--- src/rtl/arith_lab_pkg.sv ---
// arith_lab_pkg: shared FSM state type and default width for the arithmetic lab blocks
package arith_lab_pkg;
  localparam int DEF_WIDTH = 8;
  typedef enum logic [1:0] {IDLE, RUN, DONE} state_t;
endpackage

--- src/rtl/serial_adder_if.sv ---
// serial_adder_if: start/done handshake, operands and result of the serial adder
interface serial_adder_if import arith_lab_pkg::*; #(parameter int WIDTH = DEF_WIDTH);
  logic start;
  logic [WIDTH-1:0] a;
  logic [WIDTH-1:0] b;
  logic cin;
  logic busy;
  logic done;
  logic [WIDTH-1:0] sum;
  logic cout;
  modport master (output start, a, b, cin, input busy, done, sum, cout);
  modport slave (input start, a, b, cin, output busy, done, sum, cout);
endinterface

--- src/rtl/serial_adder_full_adder.sv ---
// full_adder: one-bit gate-level full-adder cell
module full_adder (
  input  logic a,
  input  logic b,
  input  logic cin,
  output logic sum,
  output logic cout
);
  logic p, g, t;
  xor x0 (p, a, b);
  xor x1 (sum, p, cin);
  and a0 (g, a, b);
  and a1 (t, p, cin);
  or  o0 (cout, g, t);
endmodule

--- src/rtl/serial_adder.sv ---
// serial_adder: bit-serial LSB-first adder, one full-adder cell plus carry flop
module serial_adder import arith_lab_pkg::*; #(parameter int WIDTH = DEF_WIDTH) (
  input  logic clk,
  input  logic rst_n,
  serial_adder_if.slave bus
);
  localparam int CW = $clog2(WIDTH);
  state_t state, next;
  logic [WIDTH-1:0] a_sr, b_sr, s_sr, sum_q;
  logic [CW-1:0] cnt;
  logic carry, cout_q, s, c, load, last;
  full_adder u_fa (.a(a_sr[0]), .b(b_sr[0]), .cin(carry), .sum(s), .cout(c));
  assign load = bus.start && state != RUN;
  assign last = state == RUN && cnt == CW'(WIDTH - 1);
  always_comb begin
    next = (state == RUN) ? (last ? DONE : RUN) : (bus.start ? RUN : IDLE);
  end
  always_ff @(posedge clk) begin
    if (!rst_n) begin
      state  <= IDLE;
      a_sr   <= '0;
      b_sr   <= '0;
      s_sr   <= '0;
      carry  <= 1'b0;
      cnt    <= '0;
      sum_q  <= '0;
      cout_q <= 1'b0;
    end else begin
      state <= next;
      if (load) begin
        a_sr  <= bus.a;
        b_sr  <= bus.b;
        carry <= bus.cin;
        cnt   <= '0;
        s_sr  <= '0;
      end else if (state == RUN) begin
        a_sr  <= a_sr >> 1;
        b_sr  <= b_sr >> 1;
        s_sr  <= {s, s_sr[WIDTH-1:1]};
        carry <= c;
        cnt   <= cnt + CW'(1);
      end
      // result registers capture the final bit directly so they change only on DONE entry
      if (last) begin
        sum_q  <= {s, s_sr[WIDTH-1:1]};
        cout_q <= c;
      end
    end
  end
  assign bus.busy = state == RUN;
  assign bus.done = state == DONE;
  assign bus.sum  = sum_q;
  assign bus.cout = cout_q;
endmodule

--- src/flat_wrapper.sv ---
// flat-port wrapper written by rule: the top's interface ports become plain ports
module serial_adder_flat import arith_lab_pkg::*;
#(parameter int WIDTH = DEF_WIDTH)
  (clk, rst_n, bus_start, bus_a, bus_b, bus_cin, bus_busy, bus_done, bus_sum, bus_cout);
  serial_adder_if #(.WIDTH(WIDTH)) bus_i ();
  input  logic clk;
  input  logic rst_n;
  input wire logic [$bits(bus_i.start)-1:0] bus_start;
  input wire logic [$bits(bus_i.a)-1:0] bus_a;
  input wire logic [$bits(bus_i.b)-1:0] bus_b;
  input wire logic [$bits(bus_i.cin)-1:0] bus_cin;
  output wire logic [$bits(bus_i.busy)-1:0] bus_busy;
  output wire logic [$bits(bus_i.done)-1:0] bus_done;
  output wire logic [$bits(bus_i.sum)-1:0] bus_sum;
  output wire logic [$bits(bus_i.cout)-1:0] bus_cout;
  assign bus_i.start = bus_start;
  assign bus_i.a = bus_a;
  assign bus_i.b = bus_b;
  assign bus_i.cin = bus_cin;
  assign bus_busy = bus_i.busy;
  assign bus_done = bus_i.done;
  assign bus_sum = bus_i.sum;
  assign bus_cout = bus_i.cout;
  serial_adder #(.WIDTH(WIDTH)) u_core (.clk(clk), .rst_n(rst_n), .bus(bus_i));
endmodule
--- config.mk ---
export PLATFORM = sky130hd
export DESIGN_NAME = serial_adder_flat
export DESIGN_NICKNAME = d
export VERILOG_FILES = /design/src/rtl/arith_lab_pkg.sv /design/src/rtl/serial_adder_if.sv /design/src/rtl/serial_adder_full_adder.sv /design/src/rtl/serial_adder.sv /design/src/flat_wrapper.sv
export SDC_FILE = /design/constraint.sdc
export NUM_CORES = 1
export LEC_CHECK = 0
export ABC_AREA = 1
export CAP_MARGIN = 30
export CORE_MARGIN = 2
export CORE_UTILIZATION = 46
export DETAILED_ROUTE_END_ITERATION = 10
export GPL_TIMING_DRIVEN = 1
export MAX_ROUTING_LAYER = met4
export PLACE_DENSITY = 0.71
export SYNTH_ARGS = -nofsm -noshare
export SYNTH_HDL_FRONTEND = slang
export SYNTH_SLANG_ARGS = --single-unit
--- constraint.sdc ---
create_clock -name clk -period 1.5 [get_ports clk]
set_input_delay 0.15 -clock clk [delete_from_list [all_inputs] [get_ports clk]]
set_output_delay 0.15 -clock clk [all_outputs]
set_load 0.03 [all_outputs]
==> flow_summary.toml <==
[synthesis]
post_synth.cell_area_avg_um2 = 8.00
ys_seq_elements = 38
syn-instance-count = 219
synth_area_leaders = "dfxtp_1 43%, nand2_1 15%, nand3_1 13%"
async_flop_share_pct = 0
yosysTopAreaCellShare_pct = 43.4
synth_area_mm2 = 0.00175
syn_nets = 242
synth_top_area_cell = "dfxtp_1"
yosysMostFrequentCell = "nand2_1"
synth_cell_types = 17
synthTopCellsByCount = "69 x nand2_1, 47 x nand3_1, 38 x dfxtp_1"
synthFlopType = "dfxtp_1"
synth_edf_count = 0
yosys_warnings = 0
seq_area_frac_synth_pct = 43.4

[cells_and_area]
n_fill_cell = 350
multiInputGateArea_um2 = 779
area_growth_syn_to_layout_pct = 23.3
diodes = 0
layout-drive-gt1-share_pct = 13.9
nets = 274
seqCellArea_um2 = 762

[setup_path]
rr_endpoint = "u_core.cnt[0]"
cp_data_arrival_time_ns = 1.31
crit_type = "reg -> out"
critPathBufInv = 1
regToRegSetupSlack_ns = 0.22
cp_slowest_cell = "clkdlybuf4s50_1"
cp-startpoint = "u_core.bus.sum[5]"
end_kind = "output port"
critPathLaunchType = "flip-flop"
r2r-start = "u_core.state[1]"
crit_end = "bus_sum[5]"
crit_cells = 1
cp_max_fo = 2
r2r_cells = 5
critical_path.cell_chain = "clkdlybuf4s50_1"
max_stage_delay_ns = 0.67
critPathRequiredTime_ns = 1.35
critPathTopFamily = "buffers and inverters"

[route]
avgRoutedWirePerCell_um = 10.4
drc = 0
first_pass_iters = 4
routed_via_density = 4.77
wl_mm = 3.13
vias = 1431
ant_nets = 0
drt_iter0_markers = 86

[clock_tree]
clock_latency_ns = 0.29
path_clk_slew_ns = 0.07
clock_path_buffers = 2
cts_sinks = 38
cts_tree = "done"
htreeDepth = 2
clock-root-buffer = "clkbuf_8"
post_cts_buffers = 0
cts_hold_buf = 0
cts_buffers = 5

[floorplan]
start_util_pct = 47.9
row_count = 22
dieHeight_um = 65.7
dieArea_mm2 = 0.00432
die_w_um = 65.7
core_mm2 = 0.00366
ios = 31

[timing]
clock.fmax_mhz = 686
finalSetupViolCount = 0
worst_pin_slew_ns = 0.426
rsz0062_at_grt = "no"
final.setup.tns_ns = 0
final_max_slew_viol_count = 0
slew_headroom_pct = 71.6
post-route-period-util_pct = 97.2
fin_crit_ns = 1.46
finClkSkew_ns = 0.00295
hold_viol_final = 0

[power]
p_leak_nw = 1.13
power_w = 0.00210
pwr_density_cell_mw_per_mm2 = 971
peakVddDrop_mv = 0.655

[grt]
grt_pass1_wl_mm = 5.49
overflow = 0
grt_antenna_before_repair = 0
grt_max_degree = 43
grt_pass1_vias = 1187
grtUsageTotal_pct = 17.1

[hold_path]
hold_depth = 3
hold_class = "in -> reg"

[placed_design]
portBuffers = 30
gp_congestion = 0.724
dp_hpwl_mm = 2.12

[run]
cap_violations = 0

[status]
status = "finished, final reports clean"
[registers in the layout, summed over array words and instances (netlist names)]
signal           flops
u_core.bus.cout      1
u_core.bus.sum       8
u_core.carry         1
u_core.b_sr          8
u_core.a_sr          8
u_core.cnt           3
u_core.state         2
u_core.s_sr          7
[where the power goes]
part / internal, W / switching [W] / leakage [nW]
sequential: 0.00104 / 0.0000193 / 0.309
combinational: 0.000106 / 0.000128 / 0.762
clock: 0.000464 / 0.000339 / 0.0575
[layout make-up]
| cell class | count | share of cell area [%] |
|---|---|---|
| clock buffers | 8 | 5.10 |
| inverters | 19 | 3.30 |
| multi-input cells | 149 | 36.1 |
| flip-flops and latches | 38 | 35.3 |
| well taps | 48 | 2.78 |
| repair buffers | 38 | 17.5 |
[cell families after synthesis]
family                     synth area share [%]
xor gates and xnor gates                  0.500
buffers and inverters                      12.1
adders and majority gates                  2.57
AOI/OAI and AO/OA                          3.64
DFF                                        43.4
and+or+nand+nor                            37.8
[how the worst min path moves through the flow]
stage	start	to	slack, ns
after floorplan	bus_a[7]	u_core.a_sr[7]	0.31
after global placement	u_core.s_sr[1]	u_core.bus.sum[0]	0.43
after detailed placement	u_core.s_sr[1]	u_core.bus.sum[0]	0.44
after CTS	bus_b[7]	u_core.b_sr[7]	0.42
after global routing	bus_a[7]	u_core.a_sr[7]	0.44
final	bus_b[7]	u_core.b_sr[7]	0.43
[what timing repair did]
action	in CTS	in global routing
setup endpoints to repair	1	8
hold endpoints to repair	0	0
resized for setup	1	9
[per-stage QoR]
stage	cells	setup WS, ns	area [um2]	util, %	hold slack, ns
5_1_grt	300	0.00182	2160	59.0	0.443
2_1_floorplan	219	0.376	1750	-	0.315
3_3_place_gp	292	0.149	2030	55.4	0.432
4_1_cts	300	0.0204	2140	58.4	0.424
3_5_place_dp	292	0.143	2030	55.4	0.438
6_report	300	0.0425	2160	59.0	0.434
[layout by cell type, fill, tap and decap left out, drive strengths merged, types with 2 or more instances in the layout]
cell           count
clkdlybuf4s50     21
buf                9
dfxtp             38
a21oi             11
dlymetal6s2s       7
inv               19
nor2               6
nand3             56
nand2             71
clkbuf             8
ha                 2
[layer usage]
metal	share of wire [%]	vias up	GRT usage [%]
li1	-	765	-
met1	49	628	22.8
met2	44	31	24.2
met3	4.6	7	5.14
met4	1.8	0	7.03
met5	0	-	-
Power figures use the tool's default switching activity.
